### src/rtl/lsu_pkg.sv
// Shared types and helpers for the MEM-stage load/store unit.
package lsu_pkg;

    typedef enum logic [2:0] {
        ST_IDLE  = 3'd0,
        ST_RADDR = 3'd1,
        ST_RDATA = 3'd2,
        ST_WADDR = 3'd3,
        ST_WRESP = 3'd4,
        ST_DONE  = 3'd5
    } lsu_state_e;

    localparam logic [1:0] SZ_B = 2'd0;
    localparam logic [1:0] SZ_H = 2'd1;
    localparam logic [1:0] SZ_W = 2'd2;
    localparam logic [1:0] SZ_D = 2'd3;

    localparam logic [1:0] RESP_OKAY   = 2'd0;
    localparam logic [1:0] RESP_SLVERR = 2'd2;

    // Shift the addressed lanes down to bit 0, then sign- or zero-extend.
    function automatic logic [63:0] lsu_align_load(input logic [63:0] data,
                                                   input logic [2:0]  off,
                                                   input logic [1:0]  size,
                                                   input logic        uns);
        logic [63:0] sh;
        logic [63:0] res;
        sh = data >> {off, 3'b000};
        case (size)
            SZ_B:    res = {{56{~uns & sh[7]}},  sh[7:0]};
            SZ_H:    res = {{48{~uns & sh[15]}}, sh[15:0]};
            SZ_W:    res = {{32{~uns & sh[31]}}, sh[31:0]};
            default: res = sh;
        endcase
        return res;
    endfunction

    // Byte-enable mask for an access of 2^size bytes starting at lane off.
    function automatic logic [7:0] lsu_strb(input logic [2:0] off,
                                            input logic [1:0] size);
        logic [7:0] m;
        case (size)
            SZ_B:    m = 8'h01;
            SZ_H:    m = 8'h03;
            SZ_W:    m = 8'h0F;
            default: m = 8'hFF;
        endcase
        return m << off;
    endfunction

    // True when the address is not a multiple of the access size; a
    // doubleword on a 32-bit datapath is also rejected here.
    function automatic logic lsu_misaligned(input logic [2:0] lo,
                                            input logic [1:0] size,
                                            input logic       allow_d);
        logic bad;
        case (size)
            SZ_B:    bad = 1'b0;
            SZ_H:    bad = lo[0];
            SZ_W:    bad = |lo[1:0];
            SZ_D:    bad = ~allow_d | (|lo);
            default: bad = 1'b1;
        endcase
        return bad;
    endfunction

endpackage

### src/rtl/lsu_load_align.sv
// Combinational load-data lane shift and sign/zero extension.
module lsu_load_align
    import lsu_pkg::*;
#(
    parameter int XLEN = 64,
    parameter int OFFW = 3
) (
    input  logic [XLEN-1:0] data_i,
    input  logic [OFFW-1:0] off_i,
    input  logic [1:0]      size_i,
    input  logic            uns_i,
    output logic [XLEN-1:0] data_o
);

    logic [63:0] wide_s;

    // Widen to the package helper's 64-bit datapath and narrow the result back.
    always_comb begin
        wide_s = lsu_align_load(64'(data_i), 3'(off_i), size_i, uns_i);
        data_o = wide_s[XLEN-1:0];
    end

endmodule

### src/rtl/mem_lsu.sv
// MEM-stage load/store unit: single-outstanding AXI-lite-style bus master.
module mem_lsu
    import lsu_pkg::*;
#(
    parameter int          XLEN      = 64,
    parameter int          AW        = 64,
    parameter logic [63:0] MMIO_BASE = 64'hA000_0000,
    parameter int          TIMEOUT   = 255
) (
    input  logic              clk,
    input  logic              rst_n,
    input  logic              req_valid_i,
    output logic              req_ready_o,
    input  logic              req_load_i,
    input  logic              req_store_i,
    input  logic [AW-1:0]     req_addr_i,
    input  logic [1:0]        req_size_i,
    input  logic              req_uns_i,
    input  logic [XLEN-1:0]   req_wdata_i,
    input  logic [4:0]        rd_waddr_i,
    input  logic              reg_wen_i,
    input  logic [XLEN-1:0]   rd_wdata_i,
    output logic              ar_valid_o,
    input  logic              ar_ready_i,
    output logic [AW-1:0]     ar_addr_o,
    input  logic              r_valid_i,
    input  logic [XLEN-1:0]   r_data_i,
    input  logic [1:0]        r_resp_i,
    output logic              aw_valid_o,
    input  logic              aw_ready_i,
    output logic [AW-1:0]     aw_addr_o,
    output logic [XLEN-1:0]   w_data_o,
    output logic [XLEN/8-1:0] w_strb_o,
    input  logic              b_valid_i,
    input  logic [1:0]        b_resp_i,
    output logic              mmio_o,
    output logic              wb_valid_o,
    output logic [XLEN-1:0]   rd_wdata_o,
    output logic [4:0]        rd_waddr_o,
    output logic              reg_wen_o,
    output logic              stall_o,
    output logic              fault_o
);

    localparam int SW    = XLEN / 8;
    localparam int OFFW  = $clog2(SW);
    localparam int CNT_W = (TIMEOUT > 1) ? $clog2(TIMEOUT) : 1;
    localparam logic [CNT_W-1:0] CNT_LAST    = CNT_W'((TIMEOUT > 0) ? TIMEOUT - 1 : 0);
    localparam logic [AW-1:0]    MMIO_BASE_A = MMIO_BASE[AW-1:0];

    lsu_state_e        state_q, state_d;
    logic [OFFW-1:0]   off_q, off_d;
    logic [1:0]        size_q, size_d;
    logic              uns_q, uns_d;
    logic [4:0]        waddr_q, waddr_d;
    logic              wen_q, wen_d;
    logic [CNT_W-1:0]  cnt_q, cnt_d;
    logic              ar_valid_q, ar_valid_d;
    logic [AW-1:0]     ar_addr_q, ar_addr_d;
    logic              aw_valid_q, aw_valid_d;
    logic [AW-1:0]     aw_addr_q, aw_addr_d;
    logic [XLEN-1:0]   w_data_q, w_data_d;
    logic [SW-1:0]     w_strb_q, w_strb_d;
    logic              mmio_q, mmio_d;
    logic              wb_valid_q, wb_valid_d;
    logic              fault_q, fault_d;
    logic [XLEN-1:0]   rd_wdata_q, rd_wdata_d;
    logic [4:0]        rd_waddr_q, rd_waddr_d;
    logic              reg_wen_q, reg_wen_d;

    logic [XLEN-1:0]   load_data_s;
    logic [XLEN-1:0]   wshift_s;
    logic [7:0]        strb_full_s;
    logic              misal_s;
    logic              mmio_s;
    logic              timeout_hit_s;

    lsu_load_align #(.XLEN(XLEN), .OFFW(OFFW)) u_align (
        .data_i (r_data_i),
        .off_i  (off_q),
        .size_i (size_q),
        .uns_i  (uns_q),
        .data_o (load_data_s)
    );

    // Request-side decode: lane-shifted store data, strobes, alignment and region.
    always_comb begin
        wshift_s      = req_wdata_i << {req_addr_i[OFFW-1:0], 3'b000};
        strb_full_s   = lsu_strb(3'(req_addr_i[OFFW-1:0]), req_size_i);
        misal_s       = lsu_misaligned(req_addr_i[2:0], req_size_i, XLEN == 64);
        mmio_s        = (req_addr_i >= MMIO_BASE_A);
        timeout_hit_s = (TIMEOUT != 0) && (cnt_q == CNT_LAST);
    end

    // Next-state and next-output logic for the access FSM.
    always_comb begin
        state_d    = state_q;
        off_d      = off_q;
        size_d     = size_q;
        uns_d      = uns_q;
        waddr_d    = waddr_q;
        wen_d      = wen_q;
        cnt_d      = cnt_q;
        ar_valid_d = ar_valid_q;
        ar_addr_d  = ar_addr_q;
        aw_valid_d = aw_valid_q;
        aw_addr_d  = aw_addr_q;
        w_data_d   = w_data_q;
        w_strb_d   = w_strb_q;
        mmio_d     = mmio_q;
        wb_valid_d = 1'b0;
        fault_d    = 1'b0;
        rd_wdata_d = rd_wdata_q;
        rd_waddr_d = rd_waddr_q;
        reg_wen_d  = 1'b0;

        case (state_q)
            ST_IDLE: begin
                if (req_valid_i) begin
                    off_d   = req_addr_i[OFFW-1:0];
                    size_d  = req_size_i;
                    uns_d   = req_uns_i;
                    waddr_d = rd_waddr_i;
                    wen_d   = reg_wen_i;
                    if (!req_load_i && !req_store_i) begin
                        state_d    = ST_DONE;
                        wb_valid_d = 1'b1;
                        rd_wdata_d = rd_wdata_i;
                        rd_waddr_d = rd_waddr_i;
                        reg_wen_d  = reg_wen_i;
                    end else if (misal_s) begin
                        state_d    = ST_DONE;
                        wb_valid_d = 1'b1;
                        fault_d    = 1'b1;
                        rd_wdata_d = '0;
                        rd_waddr_d = rd_waddr_i;
                    end else if (req_load_i) begin
                        // Load wins when both load and store are set.
                        state_d    = ST_RADDR;
                        ar_valid_d = 1'b1;
                        ar_addr_d  = req_addr_i;
                        mmio_d     = mmio_s;
                    end else begin
                        state_d    = ST_WADDR;
                        aw_valid_d = 1'b1;
                        aw_addr_d  = req_addr_i;
                        w_data_d   = wshift_s;
                        w_strb_d   = strb_full_s[SW-1:0];
                        mmio_d     = mmio_s;
                    end
                end else begin
                    state_d = ST_IDLE;
                end
            end
            ST_RADDR: begin
                if (ar_ready_i) begin
                    ar_valid_d = 1'b0;
                    cnt_d      = '0;
                    state_d    = ST_RDATA;
                end else begin
                    state_d = ST_RADDR;
                end
            end
            ST_RDATA: begin
                if (r_valid_i) begin
                    state_d    = ST_DONE;
                    wb_valid_d = 1'b1;
                    mmio_d     = 1'b0;
                    rd_waddr_d = waddr_q;
                    if (r_resp_i != RESP_OKAY) begin
                        fault_d    = 1'b1;
                        rd_wdata_d = '0;
                    end else begin
                        rd_wdata_d = load_data_s;
                        reg_wen_d  = wen_q;
                    end
                end else if (timeout_hit_s) begin
                    state_d    = ST_DONE;
                    wb_valid_d = 1'b1;
                    fault_d    = 1'b1;
                    mmio_d     = 1'b0;
                    rd_wdata_d = '0;
                    rd_waddr_d = waddr_q;
                end else begin
                    cnt_d = cnt_q + CNT_W'(1);
                end
            end
            ST_WADDR: begin
                if (aw_ready_i) begin
                    aw_valid_d = 1'b0;
                    cnt_d      = '0;
                    state_d    = ST_WRESP;
                end else begin
                    state_d = ST_WADDR;
                end
            end
            ST_WRESP: begin
                if (b_valid_i) begin
                    state_d    = ST_DONE;
                    wb_valid_d = 1'b1;
                    fault_d    = (b_resp_i != RESP_OKAY);
                    mmio_d     = 1'b0;
                    rd_wdata_d = '0;
                    rd_waddr_d = waddr_q;
                end else if (timeout_hit_s) begin
                    state_d    = ST_DONE;
                    wb_valid_d = 1'b1;
                    fault_d    = 1'b1;
                    mmio_d     = 1'b0;
                    rd_wdata_d = '0;
                    rd_waddr_d = waddr_q;
                end else begin
                    cnt_d = cnt_q + CNT_W'(1);
                end
            end
            ST_DONE: begin
                state_d = ST_IDLE;
            end
            default: begin
                state_d = ST_IDLE;
            end
        endcase
    end

    // State and registered-output update; async reset drops any in-flight access.
    always_ff @(posedge clk or negedge rst_n) begin
        if (!rst_n) begin
            state_q    <= ST_IDLE;
            off_q      <= '0;
            size_q     <= 2'd0;
            uns_q      <= 1'b0;
            waddr_q    <= 5'd0;
            wen_q      <= 1'b0;
            cnt_q      <= '0;
            ar_valid_q <= 1'b0;
            ar_addr_q  <= '0;
            aw_valid_q <= 1'b0;
            aw_addr_q  <= '0;
            w_data_q   <= '0;
            w_strb_q   <= '0;
            mmio_q     <= 1'b0;
            wb_valid_q <= 1'b0;
            fault_q    <= 1'b0;
            rd_wdata_q <= '0;
            rd_waddr_q <= 5'd0;
            reg_wen_q  <= 1'b0;
        end else begin
            state_q    <= state_d;
            off_q      <= off_d;
            size_q     <= size_d;
            uns_q      <= uns_d;
            waddr_q    <= waddr_d;
            wen_q      <= wen_d;
            cnt_q      <= cnt_d;
            ar_valid_q <= ar_valid_d;
            ar_addr_q  <= ar_addr_d;
            aw_valid_q <= aw_valid_d;
            aw_addr_q  <= aw_addr_d;
            w_data_q   <= w_data_d;
            w_strb_q   <= w_strb_d;
            mmio_q     <= mmio_d;
            wb_valid_q <= wb_valid_d;
            fault_q    <= fault_d;
            rd_wdata_q <= rd_wdata_d;
            rd_waddr_q <= rd_waddr_d;
            reg_wen_q  <= reg_wen_d;
        end
    end

    assign req_ready_o = (state_q == ST_IDLE);
    assign stall_o     = (state_q != ST_IDLE) | (req_valid_i & (req_load_i | req_store_i));
    assign ar_valid_o  = ar_valid_q;
    assign ar_addr_o   = ar_addr_q;
    assign aw_valid_o  = aw_valid_q;
    assign aw_addr_o   = aw_addr_q;
    assign w_data_o    = w_data_q;
    assign w_strb_o    = w_strb_q;
    assign mmio_o      = mmio_q;
    assign wb_valid_o  = wb_valid_q;
    assign fault_o     = fault_q;
    assign rd_wdata_o  = rd_wdata_q;
    assign rd_waddr_o  = rd_waddr_q;
    assign reg_wen_o   = reg_wen_q;

endmodule
### config.mk
export PLATFORM = sky130hd
export DESIGN_NAME = mem_lsu
export DESIGN_NICKNAME = d
export VERILOG_FILES = /design/src/rtl/lsu_pkg.sv /design/src/rtl/lsu_load_align.sv /design/src/rtl/mem_lsu.sv
export SDC_FILE = /design/constraint.sdc
export NUM_CORES = 1
export LEC_CHECK = 0
export ABC_AREA = 0
export CELL_PAD_IN_SITES_DETAIL_PLACEMENT = 0
export CELL_PAD_IN_SITES_GLOBAL_PLACEMENT = 1
export CORE_MARGIN = 8
export CORE_UTILIZATION = 34
export DETAILED_ROUTE_END_ITERATION = 7
export GPL_ROUTABILITY_DRIVEN = 1
export PLACE_DENSITY = 0.86
export SETUP_SLACK_MARGIN = 0.1
export SLEW_MARGIN = 10
export SYNTH_ARGS = -nofsm -noshare
export SYNTH_HDL_FRONTEND = slang
export SYNTH_SLANG_ARGS = --single-unit
### constraint.sdc
create_clock -name clk -period 2.8 [get_ports clk]
set_input_delay 0.56 -clock clk [delete_from_list [all_inputs] [get_ports clk]]
set_output_delay 0.56 -clock clk [all_outputs]
set_load 0.005 [all_outputs]
Word level (Yosys, flattened, before mapping)
Index checks and enable logic that the tools add are counted.
{ "word_totals": {"regBits": 298, "inputBits": 278, "output_inout_bits": 277, "elab_cells": 148} }
{ "classes": {"n_addsub": 1, "order_cmp": 1, "eq_ne": 20, "n_shift": 3, "muxes": 71, "bitwise": 10, "n_reduce_logical": 23} }
{ "op_table": {"columns": ["operator", "count"], "rows": [
  ["64-bit two-way mux", 7],
  ["64-bit case mux with 3 select lines", 2],
  ["64-bit by 32-bit >= comparator with 1-bit output, second input constant", 1],
  ["64-bit by 6-bit left shift with 64-bit output", 1],
  ["64-bit by 6-bit right shift with 64-bit output", 1],
  ["8-bit two-way mux", 5],
  ["8-bit case mux with 4 select lines", 1],
  ["1-bit two-way mux", 31],
  ["5-bit two-way mux", 6],
  ["8-bit case mux with 3 select lines", 1],
  ["3-bit two-way mux", 7],
  ["2-bit inequality test, second input constant", 8],
  ["3-bit case mux with 5 select lines", 1],
  ["5-bit case mux with 3 select lines", 1],
  ["5-bit AND reduction", 3],
  ["6-bit AND reduction", 2],
  ["1-bit case mux with 3 select lines", 3],
  ["8-bit by 1-bit adder with 8-bit output, second input constant", 1],
  ["8-bit equality test, second input constant", 1],
  ["2-bit nonzero test", 4],
  ["8-bit by 3-bit left shift with 8-bit output", 1],
  ["2-bit equality test, second input constant", 3],
  ["3-bit by 2-bit equality test with 1-bit output, second input constant", 2],
  ["1-bit case mux with 2 select lines", 3],
  ["21 further kinds", 33]
]} }

Logic depth before layout (Yosys ltp)
{ "logic_depth": {"ltp_word": 6, "mapped_depth": 9, "depth_no_buf": 7} }

Hierarchy
A second synthesis with hierarchy kept.
{ "hier_totals": {"cells_unflattened": 1445, "hier_area_um2": 15889.0} }
{ "by_module_without_submodules": {"columns": ["module", "n_inst", "cells_each", "area_each_um2", "seq_area_each_um2"], "rows": [
  ["mem_lsu", 1, 1181, 13589.3, 7457.2],
  ["lsu_load_align", 1, 264, 2299.7, 0.0]
]} }

Worst setup path before layout
OpenSTA, ideal clock, no wires.
{ "synth_timing": {"path_type": "input-to-reg", "from": "in req_addr_i[2]", "to": "reg rd_wdata_q[44], in the netlist rd_wdata_o[44]", "setup_ns": 0.095, "t_arrival_ns": 2.173, "required_ns": 2.705, "slack_ns": 0.531, "stages": 7, "n_path_buf": 2, "path_cell_list": "clkbuf_1 > a21o_1 > a211o_1 > a221oi_2 > clkbuf_1 > a22oi_1 > o31ai_1"} }
{ "synth_between": {"elab_chain_len": 4} }
{ "synth_rtl": {"columns": ["element", "line_no", "source"], "rows": [
  ["start: declaration", "mem_lsu.sv:16", "input logic [AW-1:0] req_addr_i,"],
  ["3-bit OR reduction", "lsu_pkg.sv:61", "SZ_D: bad = ~allow_d | (|lo);"],
  ["1-bit case mux with 4 select lines", "lsu_pkg.sv:57", "case (size)"],
  ["3-bit by 1-bit inequality test with 1-bit output (no line)", null, null],
  ["3-bit AND reduction (no line)", null, null],
  ["end signal: assignment", "mem_lsu.sv:264", "rd_wdata_q <= rd_wdata_d;"],
  ["end: declaration", "mem_lsu.sv:67", "logic [XLEN-1:0] rd_wdata_q, rd_wdata_d;"]
]} }
Every way passes these cells.
A chain may end at the register's enable or synchronous reset.

Worst setup path after layout
{ "layout_timing": {"from": "in req_valid_i", "to": "out stall_o"} }
{ "layout_between": {"elab_chain_len": 2} }
{ "layout_rtl": {"columns": ["element", "line_no", "source"], "rows": [
  ["start: declaration", "mem_lsu.sv:12", "input logic req_valid_i,"],
  ["1-bit AND", "mem_lsu.sv:271", "assign stall_o = (state_q != ST_IDLE) | (req_valid_i & (req_load_i | req_store_i));"],
  ["1-bit OR", "mem_lsu.sv:271", null],
  ["end: declaration", "mem_lsu.sv:41", "output logic stall_o,"]
]} }
Every way passes these cells.

==> flow_metrics.env <==
export IMPL_status="finished clean"
export IMPL_synth_nets=1841
export IMPL_initial_utilization=0.341
export IMPL_intPower_mw=15.1
export IMPL_coreArea_um2=44900
export IMPL_netlist_top_cells_area="dfrtp_1, nand2_1, mux2i_1"
export IMPL_hp_class="reg -> reg"
export IMPL_crit_fanout=4
export IMPL_ys_types=70
export IMPL_drc_errors=0
export IMPL_synthCells=1561
export IMPL_ys_flop_type="dfrtp_1"
export IMPL_cts_tree="yes"
export IMPL_pwr_share_comb=0.471
export IMPL_antenna_found_initial=8
export IMPL_syn_avg_cell_area_um2=9.82
export IMPL_cts_sinks=298
export IMPL_die_h_um=228
export IMPL_synth_top_area_cell="dfrtp_1"
export IMPL_place_inst=2692
export IMPL_period_share=0.901
export IMPL_slew_violations=0
export IMPL_insertion_delay_ps=550
export IMPL_yosysTopAreaCellShare=0.487
export IMPL_clock_path_buffers=3
export IMPL_nets=2411
export IMPL_setup_worst_path_class="in -> out"
export IMPL_wl_per_cell_um=24.5
export IMPL_die_w_um=228
export IMPL_synth_async_reset_ratio=1.00
export IMPL_path_cells="clkdlybuf4s50_1, buf_4, o21ai_0, nand2_1, clkdlybuf4s50_1"
export IMPL_synth_warnings=0
export IMPL_wirelength_um=67600
export IMPL_seqPwrFrac=0.322
export IMPL_crit_buf_inv=3
export IMPL_io_pins=555
export IMPL_grt_use_total=0.250
export IMPL_syn_cell_area_um2=15300
export IMPL_arrival_ps=1960
export IMPL_fin_cells=2754
export IMPL_dp_slack_ps=-93.8
export IMPL_worstSetupEndpointType="primary output"
export IMPL_tightest_slew_ps=584
export IMPL_fillCellCount=3984
export IMPL_setup_viol=0
export IMPL_crit_slowest_cell="clkdlybuf4s50_1"
export IMPL_fin_skew_ps=28.2
export IMPL_htreeDepth=2
export IMPL_irDropWorstVdd_v=0.000679
export IMPL_vias_per_cell=5.40
export IMPL_hold_violations=0
export IMPL_cts_made_buffers=36
export IMPL_cpPeakStageDelay_ps=590
export IMPL_placementRows=78
export IMPL_vias=14900
export IMPL_post_dp_hpwl_um=52400
export IMPL_clk_pin_slew_worst_paths_ps=60
export IMPL_p_clk_frac=0.207
export IMPL_area_growth_pct=52.1
export IMPL_layout_common_cells="clkdlybuf4s50_1, nand2_1, dfrtp_1"
export IMPL_timing_fmax_mhz=397
export IMPL_portBuffers=554
export IMPL_grt_pass1_vias=15700
export IMPL_cts_setup_buffers=0
export IMPL_final_common_cell="clkdlybuf4s50_1"
export IMPL_gp_congestion=0.957
export IMPL_p_sw_mw=8.09
export IMPL_ant_nets=0
export IMPL_synth_edff_count=0
export IMPL_grt_overflow=0
export IMPL_pwr_density_cell_nw_per_um2=995
export IMPL_cpLargestDelayFamily="buffers and inverters"
export IMPL_fin_crit_ps=2520
export IMPL_ys_seq_elements=298
export IMPL_dieArea_um2=52100
export IMPL_timing_hold_ws_ps=473
export IMPL_start_kind="primary input"
export IMPL_drive_above_1_share=0.136
export IMPL_required_ps=2240
export IMPL_crit_top_cell="clkdlybuf4s50_1"
export IMPL_drt_iter0_markers=1178
export IMPL_root_buffer="clkbuf_16"
export IMPL_grt_max_degree=74
export IMPL_yosysSeqAreaShare=0.487
export IMPL_grt_pass1_wl_um=101000
export IMPL_power_leakage_nw=10.4
export IMPL_maxCapViolCount=0
export IMPL_slew_headroom=0.599
export IMPL_rsz0062_at_grt="false"
export IMPL_dr_pass1_iters=5
export IMPL_switching_share=0.349
export IMPL_setup_ws_ps=278
[power by group through the flow]
stage	Combinational, mW	Clock, mW	Sequential, mW
detailed placement	10.9	0	7.49
global placement	10.8	0	7.43
floorplan	4.34	0	7.32
finish	10.9	4.80	7.48
CTS	11.0	4.91	7.48
global route	11.7	5.07	7.70
[metal layers]
layer / vias to the layer above / part of all wire / global-route usage
met4: 14 / 0.040 / 0.0878
met3: 150 / 0.095 / 0.0876
met2: 752 / 0.47 / 0.410
li1: 6688 / - / -
met1: 7279 / 0.40 / 0.302
met5: - / 0.0015 / 0
[kinds of logic (layout without fill, tap and decap cells)]
| logic type | after synthesis | count (layout) | synth area share |
|---|---|---|---|
| muxes | 215 | 215 | 0.154 |
| DFF | 298 | 298 | 0.487 |
| AOI/OAI and AO/OA | 371 | 371 | 0.168 |
| buffers and inverters | 124 | 716 | 0.0362 |
| adders and majority gates | 2 | 2 | 0.00163 |
| other | 0 | 1 | 0 |
| and+or+nand+nor | 551 | 551 | 0.154 |
[what timing repair did]
item | in CTS | in global routing
endpoints found under the hold margin | 55 | 0
hold buffers | 1 | 0
resized for setup | 0 | 1
endpoints found under the setup margin | 0 | 1
[worst min-delay path, delay by kind of cell (launching register included)]
kind             cells  cell delay, ps
DFF                  1             340
and+or+nand+nor      2             100
[area by class of cell]
type                       instances  area, um^2  share of cell area
clock inverter                    11         180             0.00773
multi-input combinational       1139        7350               0.315
timing repair buffer             650        6540               0.281
tap                              600         751              0.0322
inverter                           6        22.5            0.000966
antenna                            1        2.50            0.000107
clock buffer                      49        1010              0.0433
sequential                       298        7460               0.320
[flip-flops by register name (all words and copies together) (netlist names), 2 cells and up]
name,cells
ar_addr_o,64
aw_addr_o,64
rd_wdata_o,64
w_data_o,64
cnt_q,8
w_strb_o,8
rd_waddr_o,5
waddr_q,5
off_q,3
state_q,3
size_q,2
[cells in the mapped netlist (3+ instances only)]
cell and n:
or2_2 9, mux2i_1 115, a221o_1 3, o21ai_0 98, nand2b_1 7, mux4_2 7
and2_1 10, a21o_1 5, a211o_1 17, o2bb2ai_1 7, inv_1 4, a21oi_1 55
nor3b_1 5, nor2b_1 23, nand2_1 364, nand4_1 4, o41ai_1 4, a22oi_1 40
a2111o_1 7, buf_4 6, buf_6 5, buf_2 24, nand3_1 13, buf_1 9
a31oi_1 16, nor4_1 8, a31o_2 16, mux2_2 93, o211ai_1 8, nor3_1 12
a22o_1 28, a32oi_1 8, a211oi_1 11, nor2_1 80, o21ai_1 4, a2bb2oi_1 9
o31ai_1 15, clkbuf_1 74, nand3b_1 4, dfrtp_1 298
[through the flow]
stage / power [mW] / util / setup TNS, ps / area (um^2)
after floorplan: 11.7 / - / 0 / 15300
after global placement: 18.2 / 0.492 / -356 / 22100
after detailed placement: 18.4 / 0.492 / -1120 / 22100
after CTS: 23.4 / 0.519 / 0 / 23300
after global routing: 24.4 / 0.519 / 0 / 23300
final: 23.2 / 0.519 / 0 / 23300
[final timing paths]
path                               start  depth (start not counted)  slack (ps)        endpoint
max                          req_valid_i                          5         280         stall_o
min                        aw_addr_o[14]                          2         470   aw_addr_o[14]
max reg2reg                   state_q[2]                          6         400     w_data_o[1]
min reg2reg                aw_addr_o[14]                          2         470   aw_addr_o[14]
max in group asynchronous          rst_n                          3        1380  rd_wdata_o[26]
min in group asynchronous          rst_n                          2         550    ar_addr_o[0]
Note: power is estimated with default switching activity, not from simulation.
